File: config.mk
export PLATFORM = sky130hd
export DESIGN_NAME = conv_sequencer_flat
export DESIGN_NICKNAME = d
export VERILOG_FILES = /design/src/rtl/conv_sequencer_if.sv /design/src/rtl/conv_sequencer.sv /design/src/flat_wrapper.sv
export SDC_FILE = /design/constraint.sdc
export NUM_CORES = 1
export LEC_CHECK = 0
export CAP_MARGIN = 20
export CORE_AREA = 2 2 106 108
export CTS_CLUSTER_SIZE = 16
export DETAILED_ROUTE_END_ITERATION = 10
export DIE_AREA = 0 0 108 110
export PLACE_DENSITY = 0.49
export SETUP_SLACK_MARGIN = 0.2
export SLEW_MARGIN = 40
export SYNTH_ARGS = -nofsm -noshare
export SYNTH_HDL_FRONTEND = slang
export SYNTH_SLANG_ARGS = --single-unit
File: constraint.sdc
create_clock -name clk -period 2.1 [get_ports clk]
set_input_delay 0.42 -clock clk [delete_from_list [all_inputs] [get_ports clk]]
set_output_delay 0.42 -clock clk [all_outputs]
set_load 0.02 [all_outputs]
File: src/rtl/conv_sequencer_if.sv
// Handshake bundle between the convolution sequencer and its surroundings:
// top-level start/done control, memory read addressing, MAC strobes and the
// result write port. The sequencer takes the slave view; whatever drives
// start/out_ready takes the master view.
interface conv_sequencer_if #(
  parameter int AW = 8
);
  logic          start;
  logic          out_ready;
  logic          busy;
  logic          done;
  logic          rd_en;
  logic [AW-1:0] x_addr;
  logic [AW-1:0] h_addr;
  logic          mac_en;
  logic          mac_clr;
  logic          y_we;
  logic [AW-1:0] y_addr;

  modport master (
    output start, out_ready,
    input  busy, done, rd_en, x_addr, h_addr, mac_en, mac_clr, y_we, y_addr
  );

  modport slave (
    input  start, out_ready,
    output busy, done, rd_en, x_addr, h_addr, mac_en, mac_clr, y_we, y_addr
  );
endinterface

File: src/rtl/conv_sequencer.sv
// Sequencer for the 1D valid-convolution MAC datapath. Each run walks every
// output position i, reads KER_LEN sample/kernel pairs, lets the last product
// settle into the MAC, then writes the accumulator under a ready handshake.
//
//   state   | meaning
//   --------+-----------------------------------------------------------
//   S_IDLE  | waiting for start; all strobes low
//   S_RUN   | one read per cycle, x_addr = i+k, h_addr = k
//   S_WAIT  | last product of position i travelling into the MAC
//   S_WRITE | accumulator valid; write y[i] when the sink is ready
//   S_DONE  | one-cycle done pulse, back to idle
//
// Every output except y_we comes straight from a flop. y_we is the only
// combinational output so that a write lands in the same cycle the sink
// signals ready.
module conv_sequencer #(
  parameter int DATA_LEN = 16,
  parameter int KER_LEN  = 4,
  parameter int AW       = 8
) (
  input  logic             clk,
  input  logic             reset,
  conv_sequencer_if.slave  bus
);

  localparam int            OUT_LEN = DATA_LEN - KER_LEN + 1;
  localparam logic [AW-1:0] K_LAST  = AW'(KER_LEN - 1);
  localparam logic [AW-1:0] I_LAST  = AW'(OUT_LEN - 1);

  typedef enum logic [2:0] {
    S_IDLE,
    S_RUN,
    S_WAIT,
    S_WRITE,
    S_DONE
  } state_t;

  state_t        r_state;
  logic [AW-1:0] r_i;
  logic [AW-1:0] r_k;
  logic          r_busy;
  logic          r_done;
  logic          r_rd_en;
  logic [AW-1:0] r_x_addr;
  logic [AW-1:0] r_h_addr;
  logic [AW-1:0] r_y_addr;
  logic          r_mac_en;
  logic          r_mac_clr;
  logic          w_write_go;

  // A write completes only while parked in WRITE with the sink ready.
  assign w_write_go = (r_state == S_WRITE) && bus.out_ready;

  // State, counters and registered outputs; outputs are loaded with the
  // values belonging to the state being entered so they line up with it.
  always_ff @(posedge clk or negedge reset) begin
    if (!reset) begin
      r_state   <= S_IDLE;
      r_i       <= '0;
      r_k       <= '0;
      r_busy    <= 1'b0;
      r_done    <= 1'b0;
      r_rd_en   <= 1'b0;
      r_x_addr  <= '0;
      r_h_addr  <= '0;
      r_y_addr  <= '0;
      r_mac_en  <= 1'b0;
      r_mac_clr <= 1'b0;
    end else begin
      // The memories answer one cycle after the read, so the MAC strobes
      // trail rd_en by one cycle; the first tap of a position clears.
      r_mac_en  <= r_rd_en;
      r_mac_clr <= r_rd_en && (r_k == '0);

      case (r_state)
        S_IDLE: begin
          if (bus.start) begin
            r_state  <= S_RUN;
            r_i      <= '0;
            r_k      <= '0;
            r_busy   <= 1'b1;
            r_rd_en  <= 1'b1;
            r_x_addr <= '0;
            r_h_addr <= '0;
          end
        end

        S_RUN: begin
          if (r_k == K_LAST) begin
            r_state  <= S_WAIT;
            r_k      <= '0;
            r_rd_en  <= 1'b0;
            r_x_addr <= '0;
            r_h_addr <= '0;
          end else begin
            r_k      <= r_k + 1'b1;
            r_x_addr <= r_i + r_k + 1'b1;
            r_h_addr <= r_k + 1'b1;
          end
        end

        S_WAIT: begin
          r_state  <= S_WRITE;
          r_y_addr <= r_i;
        end

        S_WRITE: begin
          // Without ready nothing moves; the MAC is idle so the
          // accumulator keeps its value until the sink takes it.
          if (bus.out_ready) begin
            r_y_addr <= '0;
            if (r_i == I_LAST) begin
              r_state <= S_DONE;
              r_done  <= 1'b1;
            end else begin
              r_state  <= S_RUN;
              r_i      <= r_i + 1'b1;
              r_rd_en  <= 1'b1;
              r_x_addr <= r_i + 1'b1;
              r_h_addr <= '0;
            end
          end
        end

        S_DONE: begin
          r_state <= S_IDLE;
          r_done  <= 1'b0;
          r_busy  <= 1'b0;
        end

        default: begin
          r_state <= S_IDLE;
          r_busy  <= 1'b0;
          r_done  <= 1'b0;
          r_rd_en <= 1'b0;
        end
      endcase
    end
  end

  assign bus.busy    = r_busy;
  assign bus.done    = r_done;
  assign bus.rd_en   = r_rd_en;
  assign bus.x_addr  = r_x_addr;
  assign bus.h_addr  = r_h_addr;
  assign bus.mac_en  = r_mac_en;
  assign bus.mac_clr = r_mac_clr;
  assign bus.y_we    = w_write_go;
  assign bus.y_addr  = r_y_addr;

endmodule

File: src/flat_wrapper.sv
// flat-port wrapper written by rule: the top's interface ports become plain ports
module conv_sequencer_flat 
#(
  parameter int DATA_LEN = 16,
  parameter int KER_LEN  = 4,
  parameter int AW       = 8
)
  (clk, reset, bus_start, bus_out_ready, bus_busy, bus_done, bus_rd_en, bus_x_addr, bus_h_addr, bus_mac_en, bus_mac_clr, bus_y_we, bus_y_addr);
  conv_sequencer_if #(.AW(AW)) bus_i ();
  input  logic clk;
  input  logic reset;
  input wire logic [$bits(bus_i.start)-1:0] bus_start;
  input wire logic [$bits(bus_i.out_ready)-1:0] bus_out_ready;
  output wire logic [$bits(bus_i.busy)-1:0] bus_busy;
  output wire logic [$bits(bus_i.done)-1:0] bus_done;
  output wire logic [$bits(bus_i.rd_en)-1:0] bus_rd_en;
  output wire logic [$bits(bus_i.x_addr)-1:0] bus_x_addr;
  output wire logic [$bits(bus_i.h_addr)-1:0] bus_h_addr;
  output wire logic [$bits(bus_i.mac_en)-1:0] bus_mac_en;
  output wire logic [$bits(bus_i.mac_clr)-1:0] bus_mac_clr;
  output wire logic [$bits(bus_i.y_we)-1:0] bus_y_we;
  output wire logic [$bits(bus_i.y_addr)-1:0] bus_y_addr;
  assign bus_i.start = bus_start;
  assign bus_i.out_ready = bus_out_ready;
  assign bus_busy = bus_i.busy;
  assign bus_done = bus_i.done;
  assign bus_rd_en = bus_i.rd_en;
  assign bus_x_addr = bus_i.x_addr;
  assign bus_h_addr = bus_i.h_addr;
  assign bus_mac_en = bus_i.mac_en;
  assign bus_mac_clr = bus_i.mac_clr;
  assign bus_y_we = bus_i.y_we;
  assign bus_y_addr = bus_i.y_addr;
  conv_sequencer #(.DATA_LEN(DATA_LEN), .KER_LEN(KER_LEN), .AW(AW)) u_core (.clk(clk), .reset(reset), .bus(bus_i));
endmodule
# ---- Yosys cells after proc, flatten, opt, wreduce, memory -nomap -nowiden
# Cells that the tools add are included.
dict set report word_totals {
  register_bits 48
  in_bits 4
  out_inout_bits 30
}
dict set report op_classes {
  addsub 4
  n_eq_ne 11
  muxes 27
  n_bitwise 3
  reduce_logical 19
}
# cell n
set op_table {}
lappend op_table {{$mux W8} 8}
lappend op_table {{$pmux W8 S2} 3}
lappend op_table {{$pmux W8 S3} 2}
lappend op_table {{$add A8 B1 Y8 const B} 3}
lappend op_table {{$mux W3} 4}
lappend op_table {{$pmux W3 S4} 1}
lappend op_table {{$add A8 B8 Y8} 1}
lappend op_table {{$eq A8 B2 Y1 const B} 1}
lappend op_table {{$eq A8 B4 Y1 const B} 1}
lappend op_table {{$logic_not A8 Y1} 1}
lappend op_table {{$ne A2 B2 Y1 const B} 4}
lappend op_table {{$reduce_and A4 Y1} 2}
lappend op_table {{$eq A3 B2 Y1 const B} 2}
lappend op_table {{$mux W1} 6}
lappend op_table {{$reduce_and A2 Y1} 3}
lappend op_table {{$reduce_and A3 Y1} 2}
lappend op_table {{$reduce_bool A2 Y1} 3}
lappend op_table {{$reduce_or A3 Y1} 2}
lappend op_table {{$reduce_and A5 Y1} 1}
lappend op_table {{$pmux W1 S2} 2}
lappend op_table {{$pmux W1 S4} 1}
lappend op_table {{$eq A3 B1 Y1 const B} 1}
lappend op_table {{$eq A3 B3 Y1 const B} 1}
lappend op_table {{$logic_not A3 Y1} 1}
lappend op_table {{5 further kinds} 8}

# ---- Logic depth before layout (Yosys ltp)
dict set report depth {
  depth_word 4
  depth_mapped 8
}

# ---- Worst setup path before layout
# OpenSTA, ideal clock, no wires.
dict set report synth_path {
  kind {reg2reg}
  start {register u_core.r_i[0]}
  end {register u_core.r_i[1]}
  arrival_time_ns 1.827
  setup_slack_ns 0.148
  path_stages_with_launch 9
  path_buffers 1
  synth_period_minus_slack_ns 1.952
  path_cell_list {dfrtp_1 inv_1 ha_1 or3b_4 o21ai_2 mux2i_1 and2_1 buf_6 mux2_4}
}
dict set report synth_via {
  elab_chain_len 4
  elab_cells_between_ends 7
}
# element line
set synth_rtl {}
lappend synth_rtl {{from (decl)} conv_sequencer.sv:39} ;# logic [AW-1:0] r_i;
lappend synth_rtl {{from (signal assigned)} conv_sequencer.sv:117} ;# r_i <= r_i + 1'b1;
lappend synth_rtl {{$add A8 B1 Y8} conv_sequencer.sv:117}
lappend synth_rtl {{$mux W8} conv_sequencer.sv:112} ;# if (r_i == I_LAST) begin
lappend synth_rtl {{$mux W8} conv_sequencer.sv:110} ;# if (bus.out_ready) begin
lappend synth_rtl {{$pmux W8 S2} conv_sequencer.sv:75} ;# case (r_state)
# Several ways; a longest one is shown, not always the timed one. The select of a mux whose other input is x is not followed.
# A chain may end at the register's enable or synchronous reset.

# ---- Worst setup path in the final report
dict set report layout_path {
  start {register u_core.r_i[1]}
  end {register u_core.r_i[1]}
}
# The elaborated chain is that of the path after synthesis.

==> flow_summary_export.csv <==
group,metric,value,unit
outcome,outcome,"finished, final reports clean",
synth,synth_edf_count,0,
clock_network,insertion_delay,0.30,ns
die,initial_core_util,0.247,
clock_network,cts_made_buffers,5,
timing,whs,0.0962,ns
global_routing,grt_pass1_wl,11.5,mm
global_routing,grtUsageTotal,0.122,
setup_path,crit_required,2.29,ns
synth,synthCells,259,
clock_network,htreeDepth,2,
place,place_area,3300,um2
power_and_ir_drop,powerDensity,1000,nW/um2
layout,layout_commonest_cell,"dfrtp_1",
timing,relSlewSlack,0.634,
routing,wl_per_cell,14.3,um
layout,fillCellCount,1106,
synth,async_reset_ff_frac,1.00,
die,die_area,11900,um2
setup_path,crit_family,"simple AND/OR/NAND/NOR gates",
timing,finalCritPeriodShare,0.900,
synth,ys_seq_area_frac,0.454,
setup_path,r2r-start,"u_core.r_i[1]",
die,die_y,110,um
setup_path,start_kind,"flop",
setup_path,critPathBufInv,1,
timing,rsz0062_at_grt,"true",
power_and_ir_drop,ir_drop,0.000491,V
power_and_ir_drop,total_leakage_power,1.54,nW
layout,syn_to_final_growth,33.8,%
timing,final-hold-violation-count,0,
clock_network,clockBufferDepth,2,
layout,drive_gt1_frac,0.235,
setup_path,r2r_setup_slack,0.21,ns
clock_network,cts-root-buf,"clkbuf_8",
layout,antenna_cells,0,
clock_network,clock_sinks,48,
layout,design_area,3540,um2
global_routing,grt_pass1_vias,2241,
synth,syn_area_per_cell,10.2,um2
clock_network,tritoncts,"done",
die,io_pins,34,
setup_path,path_cells,"inv_2 -> ha_1 -> or3b_4 -> o21ai_4 -> mux2i_1 -> and2_4 -> mux2_4",
timing,worst_pin_slew,0.549,ns
timing,drv_slew,0,
clock_network,clkTransAtPathRegs,0.09,ns
layout,fin_nets,345,
die,coreArea,10700,um2
setup_path,crit_path_end_kind,"flop",
die,die_width,108,um
routing,drt_iter0_drc,103,
synth,netlist_area,2640,um2
setup_path,slowest_delay,0.42,ns
setup_path,slowest_stage,"dfrtp_1",
setup_path,reg2reg_depth,7,
global_routing,grt_overflow,0,
synth,synthDistinctLibCells,53,
routing,drt_wl_total,6.68,mm
place,gp_congestion,0.784,
synth,dominantRegCellSynth,"dfrtp_1",
synth,synthesis.nets,276,
routing,dr_total_vias,2191,
timing,final.setup_skew,0.00512,ns
setup_path,arrival,2.08,ns
timing,timing.fmax,0.529,GHz
routing,drc_errors,0,
routing,viasPerCell,4.68,
routing,antenna_left,0,
timing,layout_min_cycle_time,1.89,ns
min_path,hold_path_class,"in -> async",
timing,setup_viol,0,
place,port-buffer-count,33,
clock_network,ctsHoldBuffers,0,
run,maxCapViolCount,0,
setup_path,path_class,"reg -> reg",
global_routing,grt_start_max_net_pins,27,
routing,firstDrtPassIters,4,
layout,final_cell_mix,"46 x dfrtp_1, 39 x buf_4, 31 x clkdlybuf4s50_1",
setup_path,worstReg2RegEnd,"u_core.r_i[1]",
place,hpwl,5.01,mm
synth,synth_warnings,0,
synth,ys_ff_latch,48,
setup_path,cp_max_fo,4,
global_routing,antenna_found_initial,0,
die,fp-row-count,38,
[sequential cells by signal, summed over array words and instances, names as in the netlist]
signal              flops
u_core.bus.done         1
u_core.bus.busy         1
u_core.r_state          3
u_core.bus.mac_clr      1
u_core.bus.x_addr       8
u_core.bus.mac_en       1
u_core.r_k              8
u_core.r_i              8
u_core.bus.y_addr       8
u_core.bus.rd_en        1
u_core.bus.h_addr       8
[cells by family (layout without fill, tap and decap cells)]
group / Yosys count / count (layout) / share of synthesized area
AOI/OAI and AO/OA: 86 / 86 / 0.219
and+or+nand+nor: 73 / 73 / 0.143
DFF: 48 / 48 / 0.454
buffers and inverters: 20 / 89 / 0.0511
xor gates and xnor gates: 16 / 16 / 0.0530
adders and majority gates: 13 / 13 / 0.0644
muxes: 3 / 3 / 0.0151
[what timing repair did]
action | CTS | global route
resized for setup | 5 | 23
endpoints found under the hold margin | 0 | 0
setup endpoints to repair | 17 | 28
pin swaps | 1 | 3
buffers inserted | 3 | 5
[worst max-delay path by stage]
stage	startpoint	endpoint	slack (ns)	depth (start not counted)
after global routing	u_core.r_i[1]	u_core.r_i[1]	0.13	7
after floorplan	u_core.r_i[0]	u_core.r_i[1]	0.21	8
after CTS	u_core.r_state[1]	bus_y_we	0.18	4
after detailed placement	bus_out_ready	u_core.bus.h_addr[1]	-0.15	6
after global placement	bus_out_ready	u_core.bus.h_addr[1]	-0.14	6
final	u_core.r_i[1]	u_core.r_i[1]	0.21	7
[metal layers]
metal,routed length (um),track usage,vias up
met3,222,0.0229,5
li1,-,-,1082
met4,62,0.0293,0
met1,3200,0.168,1076
met5,0,0,-
met2,3190,0.199,28
[per-stage QoR]
step / std cells / util / setup slack, ns / setup TNS (ns) / power (mW)
final: 468 / 0.331 / 0.211 / 0 / 3.54
after global routing: 468 / 0.331 / 0.128 / 0 / 3.84
after CTS: 463 / 0.318 / 0.182 / 0 / 3.44
after detailed placement: 453 / 0.308 / -0.154 / -1.85 / 2.82
after global placement: 453 / 0.308 / -0.137 / -1.52 / 2.83
after floorplan: 259 / - / 0.205 / 0 / 2.19
[where the power goes]
group	leakage, nW	total [mW]	switching [mW]	internal, mW
Combinational	0.861	1.81	0.915	0.897
Sequential	0.638	1.20	0.123	1.07
Clock	0.0410	0.536	0.309	0.227
[synth_stat cells, drive strengths merged (2+ instances only)]
library cell,n,area share
a211oi,2,0.0057
a21o,3,0.0085
a21oi,10,0.019
a22o,13,0.044
a22oi,2,0.0057
a31oi,4,0.0095
and2,3,0.0071
and3,7,0.017
and4,2,0.0066
buf,4,0.013
clkbuf,8,0.026
dfrtp,48,0.45
ha,12,0.057
inv,8,0.011
mux2,2,0.011
nand2,23,0.033
nand2b,3,0.0071
nand3,6,0.011
nor2,13,0.018
nor2b,2,0.0047
nor3,5,0.011
nor4,2,0.0047
o211ai,3,0.0085
o21a,4,0.011
o21ai,30,0.058
o21bai,3,0.0085
o22ai,2,0.0047
o31ai,3,0.0085
xnor2,12,0.040
xor2,4,0.013
[final cells by class]
| type | count | area [um2] | area share |
|---|---|---|---|
| clock buffer | 6 | 72.6 | 0.0205 |
| clock inverter | 1 | 5.00 | 0.00141 |
| inverter | 8 | 30.0 | 0.00849 |
| sequential | 48 | 1200 | 0.340 |
| multi-input combinational | 191 | 1410 | 0.398 |
| tap | 140 | 175 | 0.0495 |
| timing repair buffer | 74 | 644 | 0.182 |
Power figures use the tool's default switching activity.
